**src/rtl/sobel_stream.sv**
```systemverilog
// Streaming 3x3 Sobel edge detector: two inferred line buffers, 4-stage flow-through
// pipeline, per-frame latched mode/threshold, binary or saturated-magnitude output.
module sobel_stream #(
    parameter int DATA_W = 8,
    parameter int IMG_W  = 100,
    parameter int IMG_H  = 100
) (
    input  logic              sys_clk,
    input  logic              sys_rst_n,
    input  logic              pi_flag,
    input  logic [DATA_W-1:0] pi_data,
    input  logic              pi_sof,
    input  logic              cfg_mode,
    input  logic [DATA_W+2:0] cfg_thresh,
    output logic              po_flag,
    output logic [DATA_W-1:0] po_data,
    output logic              po_eof
);
    localparam int COL_W = $clog2(IMG_W);
    localparam int ROW_W = $clog2(IMG_H);
    localparam int GW    = DATA_W + 3;
    localparam int AW    = DATA_W + 2;
    localparam logic [COL_W-1:0] COL_LAST = COL_W'(IMG_W - 1);
    localparam logic [ROW_W-1:0] ROW_LAST = ROW_W'(IMG_H - 1);
    localparam logic [COL_W-1:0] COL_TWO  = COL_W'(2);
    localparam logic [ROW_W-1:0] ROW_TWO  = ROW_W'(2);

    // raster position and frame configuration
    logic [COL_W-1:0] col_reg, pos_col, col_next;
    logic [ROW_W-1:0] row_reg, pos_row, row_next;
    logic             mode_reg;
    logic [GW-1:0]    thresh_reg;
    logic             at_origin, interior, last_px;

    always_comb begin
        pos_col  = pi_sof ? '0 : col_reg;
        pos_row  = pi_sof ? '0 : row_reg;
        col_next = pos_col + COL_W'(1);
        row_next = pos_row;
        if (pos_col == COL_LAST) begin
            col_next = '0;
            row_next = (pos_row == ROW_LAST) ? '0 : pos_row + ROW_W'(1);
        end
    end

    assign at_origin = (pos_col == '0) && (pos_row == '0);
    assign interior  = (pos_col >= COL_TWO) && (pos_row >= ROW_TWO);
    assign last_px   = (pos_col == COL_LAST) && (pos_row == ROW_LAST);

    always_ff @(posedge sys_clk) begin
        if (!sys_rst_n) begin
            col_reg    <= '0;
            row_reg    <= '0;
            mode_reg   <= 1'b0;
            thresh_reg <= '0;
        end else if (pi_flag) begin
            col_reg <= col_next;
            row_reg <= row_next;
            if (at_origin) begin
                mode_reg   <= cfg_mode;
                thresh_reg <= cfg_thresh;
            end
        end
    end

    // lb1 holds row r-1, lb2 holds row r-2; lb2 is refilled one cycle late from the lb1 read
    logic [DATA_W-1:0] lb1_mem [0:IMG_W-1];
    logic [DATA_W-1:0] lb2_mem [0:IMG_W-1];
    logic [DATA_W-1:0] rd_a_reg, rd_b_reg, pix_reg;
    logic [2:0][DATA_W-1:0] col1_reg, col2_reg, col3;
    logic             wb_en_reg;
    logic [COL_W-1:0] wb_addr_reg;

    assign col3 = {pix_reg, rd_b_reg, rd_a_reg};

    always_ff @(posedge sys_clk) begin
        if (pi_flag) begin
            rd_a_reg         <= lb2_mem[pos_col];
            rd_b_reg         <= lb1_mem[pos_col];
            lb1_mem[pos_col] <= pi_data;
            pix_reg          <= pi_data;
            col2_reg         <= col3;
            col1_reg         <= col2_reg;
        end
        if (wb_en_reg) begin
            lb2_mem[wb_addr_reg] <= rd_b_reg;
        end
    end

    // window taps: index 0 = row a (r-2), 1 = row b (r-1), 2 = row c (r)
    logic [DATA_W-1:0] a1, a2, a3, b1, b3, c1, c2, c3;
    assign a1 = col1_reg[0];
    assign a2 = col2_reg[0];
    assign a3 = col3[0];
    assign b1 = col1_reg[1];
    assign b3 = col3[1];
    assign c1 = col1_reg[2];
    assign c2 = col2_reg[2];
    assign c3 = col3[2];

    function automatic logic [GW-1:0] ext(input logic [DATA_W-1:0] x);
        return GW'(x);
    endfunction

    logic [GW-1:0] gx_next, gy_next, sum_next;
    logic [AW-1:0] ax_next, ay_next;
    logic [DATA_W-1:0] out_next;

    // pipeline registers
    logic             s1_valid_reg, s2_valid_reg, s3_valid_reg;
    logic             s1_eof_reg, s2_eof_reg, s3_eof_reg;
    logic             s1_mode_reg, s2_mode_reg, s3_mode_reg;
    logic [GW-1:0]    s1_thresh_reg, s2_thresh_reg, s3_thresh_reg;
    logic [GW-1:0]    gx_reg, gy_reg;
    logic [AW-1:0]    ax_reg, ay_reg;

    always_comb begin
        gx_next = (ext(a3) + (ext(b3) << 1) + ext(c3)) - (ext(a1) + (ext(b1) << 1) + ext(c1));
        gy_next = (ext(a1) + (ext(a2) << 1) + ext(a3)) - (ext(c1) + (ext(c2) << 1) + ext(c3));
        ax_next = gx_reg[GW-1] ? AW'(-gx_reg) : AW'(gx_reg);
        ay_next = gy_reg[GW-1] ? AW'(-gy_reg) : AW'(gy_reg);
        sum_next = GW'(ax_reg) + GW'(ay_reg);
        if (s3_mode_reg) begin
            out_next = (|sum_next[GW-1:DATA_W]) ? '1 : sum_next[DATA_W-1:0];
        end else begin
            out_next = (sum_next >= s3_thresh_reg) ? '0 : '1;
        end
    end

    // config travels with each window so a resync never re-targets results in flight
    always_ff @(posedge sys_clk) begin
        if (!sys_rst_n) begin
            wb_en_reg     <= 1'b0;
            wb_addr_reg   <= '0;
            s1_valid_reg  <= 1'b0;
            s2_valid_reg  <= 1'b0;
            s3_valid_reg  <= 1'b0;
            s1_eof_reg    <= 1'b0;
            s2_eof_reg    <= 1'b0;
            s3_eof_reg    <= 1'b0;
            s1_mode_reg   <= 1'b0;
            s2_mode_reg   <= 1'b0;
            s3_mode_reg   <= 1'b0;
            s1_thresh_reg <= '0;
            s2_thresh_reg <= '0;
            s3_thresh_reg <= '0;
            gx_reg        <= '0;
            gy_reg        <= '0;
            ax_reg        <= '0;
            ay_reg        <= '0;
            po_flag       <= 1'b0;
            po_data       <= '0;
            po_eof        <= 1'b0;
        end else begin
            wb_en_reg    <= pi_flag;
            if (pi_flag) begin
                wb_addr_reg   <= pos_col;
                s1_mode_reg   <= mode_reg;
                s1_thresh_reg <= thresh_reg;
            end
            s1_valid_reg  <= pi_flag && interior;
            s1_eof_reg    <= pi_flag && last_px;

            s2_valid_reg  <= s1_valid_reg;
            s2_eof_reg    <= s1_eof_reg;
            s2_mode_reg   <= s1_mode_reg;
            s2_thresh_reg <= s1_thresh_reg;
            gx_reg        <= gx_next;
            gy_reg        <= gy_next;

            s3_valid_reg  <= s2_valid_reg;
            s3_eof_reg    <= s2_eof_reg;
            s3_mode_reg   <= s2_mode_reg;
            s3_thresh_reg <= s2_thresh_reg;
            ax_reg        <= ax_next;
            ay_reg        <= ay_next;

            po_flag <= s3_valid_reg;
            po_eof  <= s3_valid_reg && s3_eof_reg;
            if (s3_valid_reg) begin
                po_data <= out_next;
            end
        end
    end
endmodule

```
**config.mk**
```make
export PLATFORM = sky130hd
export DESIGN_NAME = sobel_stream
export DESIGN_NICKNAME = d
export VERILOG_FILES = /design/src/rtl/sobel_stream.sv
export SDC_FILE = /design/constraint.sdc
export NUM_CORES = 2
export LEC_CHECK = 0
export BUFFER_PORTS_ARGS = -buffer_cell sky130_fd_sc_hd__buf_2
export CAP_MARGIN = 30
export CORE_UTILIZATION = 50
export DETAILED_ROUTE_END_ITERATION = 7
export GPL_TIMING_DRIVEN = 0
export PLACE_DENSITY_LB_ADDON = 0.1
export REMOVE_ABC_BUFFERS = 1
export SLEW_MARGIN = 30
export SYNTH_ARGS = -nofsm -noshare
export SYNTH_HDL_FRONTEND = slang
export SYNTH_SLANG_ARGS = --single-unit
```
**constraint.sdc**
```tcl
create_clock -name sys_clk -period 13.3 [get_ports sys_clk]
set_clock_uncertainty 0.05 [all_clocks]
set_input_delay 1.33 -clock sys_clk [delete_from_list [all_inputs] [get_ports sys_clk]]
set_output_delay 1.33 -clock sys_clk [all_outputs]
set_load 0.1 [all_outputs]
```
# Word level (Yosys, flattened, before mapping)

Memory sizes are Yosys's and may differ from the RTL's. A register that Yosys moved wholly into a read port is not among the register bits.
Index checks and enable logic that the tools add are counted.

Memories: 2
Word-level logic and storage cells: 78
Register bits: 184
Bits in writable memories: 1600
Output and inout bits: 10

Muxes and demuxes: 14
Eq/ne operators: 2
Add/subtract/negate cells: 15
Reductions and logical operators: 10
$lt $le $gt $ge: 3

Memory list:

| memory  | words | width | read ports | clocked after Yosys merged registers in | write ports | line | source |
|---|---|---|---|---|---|---|---|
| lb1_mem | 100   | 8     | 1          | 1                                       | 1           | 67   | `logic [DATA_W-1:0] lb1_mem [0:IMG_W-1];` |
| lb2_mem | 100   | 8     | 1          | 1                                       | 1           | 68   | `logic [DATA_W-1:0] lb2_mem [0:IMG_W-1];` |

Operators with widths:

| cell                                                 | count |
|---|---|
| adder 10 x 8 -> 11 bit                               | 4 |
| adder 8 x 9 -> 10 bit                                | 4 |
| 2-to-1 mux 7 bit                                     | 5 |
| 2-to-1 mux 8 bit                                     | 3 |
| subtractor 11 bit                                    | 2 |
| 2-to-1 mux 10 bit                                    | 2 |
| negator 10 bit                                       | 2 |
| adder 7 x 1 -> 7 bit (second input constant)         | 2 |
| equality test 7 bit (second input constant)          | 2 |
| >= comparator 7 x 2 -> 1 bit (second input constant) | 2 |
| logical NOT 7 bit                                    | 2 |
| adder 10 x 10 -> 11 bit                              | 1 |
| >= comparator 11 bit                                 | 1 |
| logical AND 1 bit                                    | 6 |
| 2-to-1 mux 1 bit                                     | 4 |
| OR reduction 3 bit                                   | 1 |
| AND reduction 2 bit                                  | 1 |

# Logic depth before layout (Yosys ltp)

Depth in word-level cells: 4
Depth in mapped cells: 17
Mapped depth without buffers: 17

# Worst setup path before layout

Ideal clock, no wire load.

Kind: reg-to-reg
Start point: register rd_b_reg[1] (netlist: b3[1]) (read register of lb1_mem)
End point: register gx_reg[7]
Buffers on the path: 0
Library setup time: 115 ps
Slack: 8599 ps
Arrival time: 4536 ps
Stages on the path, launching flop included: 15
Period minus slack after synthesis: 4701 ps
Cells stage by stage: edfxtp_1 > inv_1 > fa_1 > inv_1 > fa_1 > inv_1 > fa_1 > fa_1 > nor2b_1 > o21ai_0 > a21oi_1 > o21ai_0 > nor2b_1 > xnor2_1 > and2_1

Longest elaborated chain between the ends: 3

Ends and longest elaborated chain:

| item                   | line | source |
|---|---|---|
| start, declared        | 69   | `logic [DATA_W-1:0] rd_a_reg, rd_b_reg, pix_reg;` |
| adder 8 x 9 -> 10 bit  | 118  | `gx_next = (ext(a3) + (ext(b3) << 1) + ext(c3)) - (ext(a1) + (ext(b1) << 1) + ext(c1));` |
| adder 10 x 8 -> 11 bit | 118  |  |
| subtractor 11 bit      | 118  |  |
| end signal, assigned   | 168  | `gx_reg <= gx_next;` |
| end, declared          | 114  | `logic [GW-1:0] gx_reg, gy_reg;` |

Every way passes these cells.
A chain may end at the register's enable or synchronous reset.

# Final worst setup path

Start point: input pi_sof
End point: register rd_a_reg[1] (netlist: a3[1]) (read register of lb2_mem), data pin

Longest elaborated chain between the ends: 1

Ends and longest elaborated chain:

| item             | line | source |
|---|---|---|
| start, declared  | 12   | `input logic pi_sof,` |
| 2-to-1 mux 7 bit | 36   | `pos_col = pi_sof ? '0 : col_reg;` |
| end, declared    | 69   |  |

Every way passes these cells.

==> out/summary.json <==
{
  "status": {"value": "complete, but fails checks"},
  "violations": {"value": "design-rule violations"},
  "hold_path_class": {"value": "reg -> reg"},
  "std_cell_rows": {"value": 139},
  "place_congestion": {"value": 0.864},
  "leakage_power_summed_over_all_cells": {"value": 27.0, "unit": "nW"},
  "postCtsResizedCells": {"value": 0},
  "routedWlPerCell": {"value": 35.9, "unit": "µm"},
  "slowest_delay": {"value": 0.92, "unit": "ns"},
  "ys_flop_type": {"value": "edfxtp_1"},
  "post-route-util": {"value": 0.581},
  "top_level_ports": {"value": 34},
  "syn_inst": {"value": 4672},
  "timing.setup.tns": {"value": 0, "unit": "ns"},
  "synth.distinct_cells": {"value": 81},
  "timing.max_cap.violations": {"value": 0},
  "max-clock-path-buffers": {"value": 3},
  "coreArea": {"value": 144000, "unit": "µm²"},
  "floorplan.initialDensity": {"value": 0.505},
  "slew_violations": {"value": 0},
  "critical_path_arrival": {"value": 6.55, "unit": "ns"},
  "maximum_ir_drop_on_the_vdd_rail": {"value": 0.115, "unit": "mV"},
  "drcViolationCount": {"value": 4},
  "worst_skew_pair.late_latency": {"value": 0.84, "unit": "ns"},
  "layout_worst_path_cycle_share": {"value": 0.468},
  "chipWidth": {"value": 383, "unit": "µm"},
  "worst_setup_path_end_kind": {"value": "flip-flop"},
  "synth_area": {"value": 72700, "unit": "µm²"},
  "drt_wl_total": {"value": 246, "unit": "mm"},
  "final-setup-viol-count": {"value": 0},
  "detail_route.iter0.violations": {"value": 7062},
  "place_ws": {"value": 6.64, "unit": "ns"},
  "synth-seq-area-share": {"value": 0.726},
  "ffs_latches_synth": {"value": 1800},
  "mostFrequentLayoutCells": {"value": "edfxtp_1, nor2_1, mux2i_1"},
  "layout-area-overhead-vs-synth": {"value": 15.1, "unit": "%"},
  "dp_cells": {"value": 6496},
  "finish.net_count": {"value": 4920},
  "biggestRegsByFlops": {"value": "lb1_mem: 800 flops, lb2_mem: 800 flops"},
  "antenna_violations_before_repair": {"value": 9},
  "number_of_standard_cells_in_the_final_layout_excluding_fillers": {"value": 6841},
  "number_of_synthesized_flops_with_an_enable_pin": {"value": 1672},
  "cts_made_buffers": {"value": 183},
  "mostFrequentLayoutCell": {"value": "edfxtp_1"},
  "crit_top_cell": {"value": "buf_16"},
  "fillerInstances": {"value": 11100},
  "placement.io_buffers": {"value": 33},
  "floorplan.die.height": {"value": 383, "unit": "µm"},
  "clock_tree.htree_level_count": {"value": 4},
  "grt_pass1_vias": {"value": 42700},
  "cts-hold-fix-buffers": {"value": 0},
  "worst-path-max-fanout": {"value": 62},
  "slew_headroom": {"value": 0.225},
  "grt_use_total": {"value": 0.333},
  "timing_worst_slew_pin_value": {"value": 1.15, "unit": "ns"},
  "timing_worst_setup_path_type": {"value": "in -> reg"},
  "synth-async-reset-ratio": {"value": 0},
  "max_freq": {"value": 161, "unit": "MHz"},
  "ratio_of_routed_vias_to_standard_cells": {"value": 6.65},
  "finalWorstPathRequiredPeriod": {"value": 6.22, "unit": "ns"},
  "gr-total-overflow": {"value": 0},
  "fin_hold_ws": {"value": 0.370, "unit": "ns"},
  "path_clk_slew": {"value": 0.06, "unit": "ns"},
  "vias_after_detailed_routing": {"value": 45500},
  "power_density": {"value": 152, "unit": "nW/µm²"},
  "die-area": {"value": 147000, "unit": "µm²"},
  "syn_area_per_cell": {"value": 15.6, "unit": "µm²"},
  "timing.final.ws_setup": {"value": 7.08, "unit": "ns"},
  "grt_first_pass_wirelength": {"value": 339, "unit": "mm"},
  "crit_slowest_cell": {"value": "o21ai_0"},
  "critPathLaunchType": {"value": "input port"},
  "critPathRequiredTime": {"value": 13.63, "unit": "ns"},
  "timing_hold_violations_final": {"value": 0},
  "place.detailed.hpwl": {"value": 161, "unit": "mm"},
  "number_of_sinks_driven_by_the_clock_tree": {"value": 1800},
  "maximum_number_of_pins_on_one_net_before_global_route_repair": {"value": 83},
  "unrepaired_setup_endpoints_after_global_routing": {"value": "false"},
  "cp_cell_sequence": {"value": "buf_8, buf_16, buf_16, nand2b_4, buf_12, buf_12, inv_6, buf_16, a22oi_1, o22ai_1, a221oi_1, o22ai_1, o21ai_0, nand4_1"},
  "final_layout_size_suffix_gt1_frac": {"value": 0.137},
  "yosysWarnings": {"value": 0},
  "cts_root_buffer": {"value": "clkbuf_16"},
  "setup_fix_buffers_added_after_clock_tree_synthesis": {"value": 0},
  "detail-route-antenna-nets": {"value": 0},
  "clock_tree_from_tritoncts": {"value": "built"},
  "drtPass1Iterations": {"value": 8}
}
==> worst max-delay path, delay by kind of cell <==
kind            cells  cell delay, ns
compound gates      5            2.04
buf+inv             7            1.82
simple gates        2            1.06
==> power breakdown <==
part | switching (mW) | total (mW) | internal, mW | leakage [nW]
logic | 0.809 | 1.37 | 0.558 | 8.06
registers | 0.0587 | 6.35 | 6.29 | 16.1
clock network | 2.19 | 5.01 | 2.82 | 2.83
total | 3.06 | 12.7 | 9.66 | 27.0
==> logic make-up after synthesis <==
kind of cell / count (synthesis) / share of synthesized area
compound gates: 1082 / 0.107
xor+xnor: 33 / 0.00398
fa+ha+maj: 116 / 0.0265
buf+inv: 448 / 0.0280
flops: 1800 / 0.726
mux: 357 / 0.0545
simple gates: 836 / 0.0543
==> cell type report <==
type	count	area [µm²]	share of cell area
timing repair buffer	226	3840	0.0458
clock buffer	237	4900	0.0586
tap	1903	2380	0.0285
clock inverter	101	865	0.0103
inverter	145	567	0.00677
antenna	5	12.5	0.000150
sequential	1800	52800	0.631
multi-input combinational	2424	18300	0.219
==> stage by stage <==
step / total power, mW / cell area [µm²]
after floorplan: 7.29 / 71200
after CTS: 12.7 / 83600
after global placement: 7.78 / 73800
after detailed placement: 7.82 / 77900
final: 12.7 / 83700
after global routing: 13.1 / 83700
==> synthesized netlist by cell type (60+ instances only) <==
library cell	number	area, µm²
edfxtp_1	1672	50200
nor2_1	356	1340
mux2i_1	275	2750
a22oi_1	216	1620
nand2_1	163	612
a21oi_1	155	776
o22ai_1	149	932
inv_1	142	533
clkbuf_1	131	492
dfxtp_1	128	2560
o21ai_0	119	596
buf_2	96	480
nor2b_1	86	538
and2_1	70	438
fa_1	63	1260
a221oi_1	60	526
==> path summary, 6_finish.rpt <==
| kind | start | endpoint | slack [ns] | cells past startpoint |
|---|---|---|---|---|
| hold / removal | col2_reg[14] | b1[6] | 0.37 | 0 |
| setup / recovery | pi_sof | a3[1] | 7.08 | 14 |
| hold reg to reg | col2_reg[14] | b1[6] | 0.37 | 0 |
| setup reg to reg | col_reg[0] | a3[1] | 7.59 | 13 |
==> metal layers <==
metal / routed length, µm / track usage / part of all wire / vias up
met4: 11200 / 0.140 / 0.045 / 2
met1: 96800 / 0.473 / 0.39 / 23400
met3: 29100 / 0.0769 / 0.12 / 570
li1: - / - / - / 18600
met5: 11 / 0 / 0.000045 / -
met2: 109000 / 0.496 / 0.44 / 3008
No activity file was read; power rests on OpenSTA's default activity.
